--- config.mk ---
export PLATFORM = sky130hd
export DESIGN_NAME = maxpool_core
export DESIGN_NICKNAME = d
export VERILOG_FILES = /design/src/rtl/maxpool_core.sv
export SDC_FILE = /design/constraint.sdc
export NUM_CORES = 1
export LEC_CHECK = 0
export ABC_AREA = 0
export CAP_MARGIN = 15
export CORE_ASPECT_RATIO = 1.25
export CORE_UTILIZATION = 60
export CTS_CLUSTER_SIZE = 25
export DETAILED_ROUTE_END_ITERATION = 10
export PLACE_DENSITY = 0.78
export RECOVER_POWER = 100
export SYNTH_ARGS = -nofsm -noshare
export SYNTH_HDL_FRONTEND = slang
export SYNTH_SLANG_ARGS = --single-unit
--- constraint.sdc ---
create_clock -name clk -period 16.55 [get_ports clk]
set_input_delay 2.4825 -clock clk [delete_from_list [all_inputs] [get_ports clk]]
set_output_delay 2.4825 -clock clk [all_outputs]
set_load 0.02 [all_outputs]
--- src/rtl/maxpool_core.sv ---
// maxpool_core: 2x2, stride-2 max pooling over a raster-order pixel stream.
// Each of the CO channels is pooled independently.
//
// Ports:
//   clk         rising-edge clock for all state
//   reset_n     synchronous active-low reset
//   i_in_valid  i_in_fmap carries one pixel (all channels) this cycle
//   i_in_fmap   CO unsigned samples; channel c at [c*I_F_BW +: I_F_BW]
//   o_ot_valid  single-cycle pulse, one per pooled pixel
//   o_ot_fmap   pooled pixel with the same channel packing; holds between pulses
//
// Data flow per accepted pixel:
//   even column            -> sample parked in pair_reg
//   odd column             -> hmax = max(pair_reg, sample)
//   even row, odd column   -> hmax stored in row_buf[col/2]
//   odd row,  even column  -> row_buf[col/2] fetched into rd_reg (registered read)
//   odd row,  odd column   -> max(rd_reg, hmax) registered to the output
// Fetching the row-buffer entry on the even column of the window keeps the
// buffer a plain synchronous-read memory while still giving one-clock latency.

module maxpool_core #(
  parameter int CO     = 3,
  parameter int I_F_BW = 19,
  parameter int OX     = 24,
  parameter int OY     = 24
) (
  input  logic                 clk,
  input  logic                 reset_n,
  input  logic                 i_in_valid,
  input  logic [CO*I_F_BW-1:0] i_in_fmap,
  output logic                 o_ot_valid,
  output logic [CO*I_F_BW-1:0] o_ot_fmap
);

  localparam int DW   = CO * I_F_BW;
  localparam int HALF = OX / 2;
  localparam int CW   = $clog2(OX);
  localparam int RW   = $clog2(OY);
  localparam int AW   = (HALF > 1) ? $clog2(HALF) : 1;

  // Position counters
  logic [CW-1:0] col_reg, col_next;
  logic [RW-1:0] row_reg, row_next;
  logic          col_last, row_last;

  // Datapath state
  logic [DW-1:0] pair_reg;
  logic [DW-1:0] rd_reg;
  logic [DW-1:0] row_buf [HALF];
  logic          ot_valid_reg;
  logic [DW-1:0] ot_fmap_reg;

  // Combinational helpers
  logic          accept;
  logic          odd_col, odd_row;
  logic          wr_en, rd_en, out_en;
  logic [AW-1:0] buf_idx;
  logic [DW-1:0] hmax;
  logic [DW-1:0] vmax;

  // Input is only honoured while out of reset.
  assign accept  = i_in_valid & reset_n;
  assign odd_col = col_reg[0];
  assign odd_row = row_reg[0];
  assign buf_idx = AW'(col_reg >> 1);

  assign wr_en   = accept &  odd_col & ~odd_row;
  assign rd_en   = accept & ~odd_col &  odd_row;
  assign out_en  = accept &  odd_col &  odd_row;

  // Counter next-state: column fastest, row advances on column wrap,
  // both wrap to zero at the last pixel of the frame.
  always_comb begin
    col_last = (col_reg == CW'(OX - 1));
    row_last = (row_reg == RW'(OY - 1));
    col_next = col_reg;
    row_next = row_reg;
    if (accept) begin
      if (col_last) begin
        col_next = '0;
        row_next = row_last ? '0 : row_reg + 1'b1;
      end else begin
        col_next = col_reg + 1'b1;
      end
    end
  end

  // Per-channel unsigned compares at full sample width.
  genvar gi;
  generate
    for (gi = 0; gi < CO; gi++) begin : g_ch
      logic [I_F_BW-1:0] pair_s;
      logic [I_F_BW-1:0] cur_s;
      logic [I_F_BW-1:0] rb_s;
      logic [I_F_BW-1:0] h_s;
      logic [I_F_BW-1:0] v_s;

      assign pair_s = pair_reg[gi*I_F_BW +: I_F_BW];
      assign cur_s  = i_in_fmap[gi*I_F_BW +: I_F_BW];
      assign rb_s   = rd_reg[gi*I_F_BW +: I_F_BW];
      // On a tie either operand is the common value.
      assign h_s    = (cur_s > pair_s) ? cur_s : pair_s;
      assign v_s    = (rb_s > h_s) ? rb_s : h_s;

      assign hmax[gi*I_F_BW +: I_F_BW] = h_s;
      assign vmax[gi*I_F_BW +: I_F_BW] = v_s;
    end
  endgenerate

  // Control and output registers.
  always_ff @(posedge clk) begin
    if (!reset_n) begin
      col_reg      <= '0;
      row_reg      <= '0;
      pair_reg     <= '0;
      ot_valid_reg <= 1'b0;
      ot_fmap_reg  <= '0;
    end else begin
      col_reg      <= col_next;
      row_reg      <= row_next;
      ot_valid_reg <= out_en;
      if (accept && !odd_col) begin
        pair_reg <= i_in_fmap;
      end
      if (out_en) begin
        ot_fmap_reg <= vmax;
      end
    end
  end

  // Row buffer: written on even rows, read on the following odd row, so the
  // same entry is never written and read in one cycle. Contents need no reset.
  always_ff @(posedge clk) begin
    if (wr_en) begin
      row_buf[buf_idx] <= hmax;
    end
    if (rd_en) begin
      rd_reg <= row_buf[buf_idx];
    end
  end

  assign o_ot_valid = ot_valid_reg;
  assign o_ot_fmap  = ot_fmap_reg;

endmodule

==> results.cfg, run 1 <==
[route]
drt-vias-per-instance = 6.66
via_count = 20986
drc_errors = 0
routed_wl_um = 84800
wl_per_cell_um = 26.9
drtAntennaViolNets = 0
drt_first_pass_iters = 5
drt_iter0_drc = 2395

[logic_synthesis]
syn_area_um2 = 36100
synth.area.top_cells = edfxtp_1 (62%), mux4_2 (11%), dfxtp_1 (6.9%), ha_1 (4.0%), nand2_1 (2.0%)
synth_warnings = 0
seq_area_frac_synth = 0.685
ys_seq_elements = 866
synth_top_area_cell = edfxtp_1
synth_area_per_cell_um2 = 16.3
syn_nets = 2387
synth_flop_cell = edfxtp_1
synth.distinct_cells = 54
async_reset_ff_frac = 0
synth-edff-count = 741
synth_cells = 2211
yosysTopAreaCellShare = 0.616

[hold_path]
hold_class = flop to flop
hold_start = pair_reg[10]
worstHoldPathCells = 2
hold_path_end = pair_reg[10]

[finish]
design_area_um2 = 40600
top_register = row_buf
final_common_cell = edfxtp_1
areaGrowthSynthToFinish_pct = 12.5
largest_reg_flops = 684
drive_above_1_share = 0.130
nNetsFinal = 2492
final_cell_mix = edfxtp_1 (741), nand2_1 (195), mux4_2 (171)

[timing]
min_period_over_period = 0.688
finalMaxSlewViolations = 1252
worst_pin_slew_ns = 4.92
finClkSkew_ns = 0.0274
hold_violations = 0
fmax_mhz = 87.8
setup_viol = 0
relSlewSlack = -2.28
period_needed_ns = 11.38
finalSetupTns_ns = 0
rsz0062_at_grt = no

[cts]
cts_tree = yes
clkSinkCount = 866
ctsLongestPathBuffers = 3
root_buffer = clkbuf_16
cts_buffers = 84
cts_resized = 0
clkLatencyLatePin_ns = 0.63
cts_htree_levels = 3
post_cts_buffers = 0
cts.clk_slew.worst_paths_ns = 0.06
holdBufCountCts = 0

[global_routing]
grt_pass1_vias = 21684
grt_pass1_wl_um = 129000
grt_start_max_net_pins = 116
grt_overflow = 0
antenna_found_initial = 6
grt_usage = 0.282

[floorplan]
fp-row-count = 100
die_w_um = 222
core_area_um2 = 59600
start_util = 0.607
fp.dieH_um = 276
fp.dieArea_um2 = 61200
ioPinCount = 118

[status]
violations = max-capacitance violations, max-slew violations
status = complete, but fails checks

[setup_path]
arrival_ns = 11.51
timing.rr.end = row_buf[11][23]
reg2reg_slack_ns = 5.17
rr_worst_depth = 4
worst_setup_path_end_kind = flop
critPathMaxFanout = 75
rr_startpoint = col_reg[2]
required_ns = 16.68
start_kind = flop
critPathKind = flop to flop

[place]
gp_congestion = 0.877
io_buffers = 117
dp_hpwl_um = 47400
place_area_um2 = 38100

[power]
ir_drop_uv = 71.9
p_leak_uw = 0.0137
power_density_nw_per_um2 = 117

[job]
maxCapViolations = 34
-- where the power goes --
group          switching, µW  internal (µW)  total, µW
combinational            235            137        372
sequential              16.9           2440       2460
clock                    796           1140       1940
-- per-stage QoR --
stage	worst slack (ns)	std cells	power, µW	util	hold WS (ns)
6_report	5.17	3149	4770	0.683	0.475
3_5_place_dp	8.03	2995	2870	0.639	0.465
4_1_cts	8.64	3148	4780	0.686	0.478
3_3_place_gp	8.28	2995	2850	0.639	0.460
5_1_grt	4.57	3148	4910	0.682	0.499
2_1_floorplan	8.74	2211	2750	-	0.448
-- worst max-delay path, cell delays in order (launching register included) --
cell and delay [ns]:
dfxtp_1 2.17, clkbuf_1 3.58, nand3_1 0.62, nor2_1 1.54, clkbuf_1 2.87
-- synth_stat cells (14+ instances only) --
cell and number:
edfxtp_1 741, nand2_1 195, mux4_2 171, o21ai_0 130, dfxtp_1 125, inv_1 118, ha_1 116, and3_1 111
clkbuf_1 90, mux2i_1 63, a221o_1 54, a32o_1 44, a21oi_1 38, nand4_1 24, nor2_1 22, buf_2 21
nand3_1 14
-- how the worst max path moves through the flow --
stage | startpoint | end | depth (start not counted)
final | col_reg[2] | row_buf[11][23] | 4
after global routing | col_reg[2] | row_buf[11][23] | 4
after CTS | i_in_fmap[37] | o_ot_fmap[26] | 15
after detailed placement | i_in_fmap[37] | o_ot_fmap[25] | 15
after global placement | i_in_fmap[37] | o_ot_fmap[31] | 15
after floorplan | reset_n | row_buf[0][0] | 5
-- layout make-up --
class / instances / area (µm²)
Multi-Input combinational cell: 1098 / 10400
Tap cell: 765 / 957
Inverter: 118 / 443
Fill cell: 3881 / 18900
Sequential cell: 866 / 24800
Antenna cell: 1 / 2.50
Timing Repair Buffer: 148 / 1320
Clock inverter: 43 / 508
Clock buffer: 110 / 2270
-- layer usage --
metal	up-vias	part of all wire	track usage
li1	8972	-	-
met1	10720	0.39	0.382
met2	1107	0.50	0.469
met3	179	0.082	0.0445
met4	8	0.027	0.0981
met5	-	0.00052	0
-- kinds of logic after synthesis --
logic type / count (synthesis) / share of synthesized area
flops: 866 / 0.685
simple gates: 412 / 0.0566
compound gates: 332 / 0.0661
buf+inv: 247 / 0.0273
mux: 234 / 0.124
fa+ha+maj: 116 / 0.0402
xor+xnor: 4 / 0.000969
No activity file was read; power rests on OpenSTA's default activity.
==> run 2, diff against run 1 <==
==> constraint.sdc (replaced) <==
create_clock -name clk -period 11.8 [get_ports clk]
set_input_delay 1.77 -clock clk [delete_from_list [all_inputs] [get_ports clk]]
set_output_delay 1.77 -clock clk [all_outputs]
set_load 0.02 [all_outputs]
==> run 2 against run 1 <==
  * The flow still finishes with violations (max-capacitance violations, max-slew violations)
  * Critical path depth is the same
  * Clock power grew 39%
  * Die area is the same
  * Cell count is essentially flat
  * Non-clock buffer count is the same
  * Cell area is essentially flat
  * Sequential power grew 40%
  * Global-route usage shrank 0.15 points
  * Total power grew 40%
  * Largest power group unchanged
==> results.cfg, run 2 (synthesis results as in run 1) <==
[status]
status = complete, but fails checks
violations = max-capacitance violations, max-slew violations

[setup_path]
reg2reg_slack_ns = 3.32
critPathKind = flop to flop
crit_top_cell = clkbuf_1
worst_setup_path_end_kind = flop
critPathMaxFanout = 75
crit_path_max_incr_delay_ns = 2.69
cp_cell_sequence = clkbuf_1, or3_1, nor2_1, clkbuf_1
start_kind = flop
arrival_ns = 8.63
required_ns = 11.94
crit_slowest_cell = clkbuf_1

[global_routing]
grt_pass1_vias = 21574
grt_pass1_wl_um = 129000
antenna_found_initial = 4
grt_start_max_net_pins = 116
grt_overflow = 0
grt_usage = 0.281

[cts]
clkLatencyLatePin_ns = 0.64
cts_buffers = 83
cts_tree = yes
clkSinkCount = 866
cts_htree_levels = 3
holdBufCountCts = 0
ctsLongestPathBuffers = 3
root_buffer = clkbuf_16
post_cts_buffers = 0
cts.clk_slew.worst_paths_ns = 0.06
cts_resized = 0

[route]
drt-vias-per-instance = 6.66
wl_per_cell_um = 26.7
routed_wl_um = 84200
drc_errors = 0
drt_iter0_drc = 2320
drt_first_pass_iters = 5
via_count = 20988
drtAntennaViolNets = 0

[floorplan]
ioPinCount = 118
core_area_um2 = 59600
die_w_um = 222
fp.dieH_um = 276
fp.dieArea_um2 = 61200
start_util = 0.607
fp-row-count = 100

[power]
seqPwrFrac = 0.517
ir_drop_uv = 112
switching_share = 0.223
p_leak_uw = 0.0137
pwr-share-clk = 0.405
pwr-share-comb = 0.079
power_density_nw_per_um2 = 164
p_int_uw = 5190
power_switching_uw = 1490

[finish]
largest_reg_flops = 684
design_area_um2 = 40600
nNetsFinal = 2491
top_register = row_buf
diodes = 0
drive_above_1_share = 0.130
areaGrowthSynthToFinish_pct = 12.4
final_common_cell = edfxtp_1
final_cell_mix = edfxtp_1 (741), nand2_1 (195), mux4_2 (171)

[hold_path]
hold_class = flop to flop

[timing]
hold_violations = 0
fmax_mhz = 118
rsz0062_at_grt = no
min_period_over_period = 0.719
relSlewSlack = -2.34
setup_viol = 0
period_needed_ns = 8.48
worst_pin_slew_ns = 5.02
finalSetupTns_ns = 0
finalMaxSlewViolations = 1226
finClkSkew_ns = 0.0284

[place]
dp_hpwl_um = 47400
io_buffers = 117
place_area_um2 = 38100
gp_congestion = 0.877

[job]
maxCapViolations = 35
## run 2: cell types whose count changed in the layout (fill, tap and decap cells not counted), sizes merged
cell      previous run  this run
clkinv              23        31
inv                121       123
diode                1         0
clkbuf             133       129
buf                  9         8
clkinvlp             6         4
bufinv              11        10
## run 2: power by group through the flow
stage / combinational [µW] / sequential, µW / clock (µW)
after global placement: 487 / 3510 / 0
after global routing: 581 / 3450 / 2840
after CTS: 517 / 3450 / 2730
after detailed placement: 514 / 3510 / 0
final: 526 / 3450 / 2700
after floorplan: 366 / 3500 / 0
## run 2: path summary, 6_finish.rpt
kind	to	cells past startpoint	startpoint
worst max-delay path	row_buf[8][13]	4	col_reg[2]
worst min register to register	pair_reg[52]	2	pair_reg[52]
worst max register to register	row_buf[8][13]	4	col_reg[2]
worst min-delay path	pair_reg[52]	2	pair_reg[52]
## run 2: area by class of cell
class                      count  area, µm²
clock buffer                 105       2220
clock inverter                50        552
sequential                   866      24800
fill                        3871      18900
multi-input combinational   1098      10400
tap                          765        957
inverter                     118        443
timing repair buffer         148       1310
## run 2: through the flow
step	total power [µW]	hold WS, ns	worst slack [ns]	cells	utilization
after floorplan	3860	0.448	4.71	2211	-
after global placement	4000	0.460	4.25	2995	0.639
after detailed placement	4020	0.465	3.96	2995	0.639
after CTS	6690	0.477	4.57	3150	0.686
after global routing	6870	0.499	2.94	3150	0.682
final	6670	0.474	3.32	3150	0.682
## run 2: worst max-delay path, delay by kind of cell, from the launching register on
| family | cells | cell delay [ns] |
|---|---|---|
| AND/OR/NAND/NOR | 2 | 2.72 |
| buffers and inverters | 2 | 4.62 |
| flip-flops | 1 | 0.56 |
## run 2: routing by layer
layer	wire length [µm]	track usage
met1	32800	0.380
met2	42300	0.471
met3	6980	0.0445
met4	2120	0.0883
met5	53	0
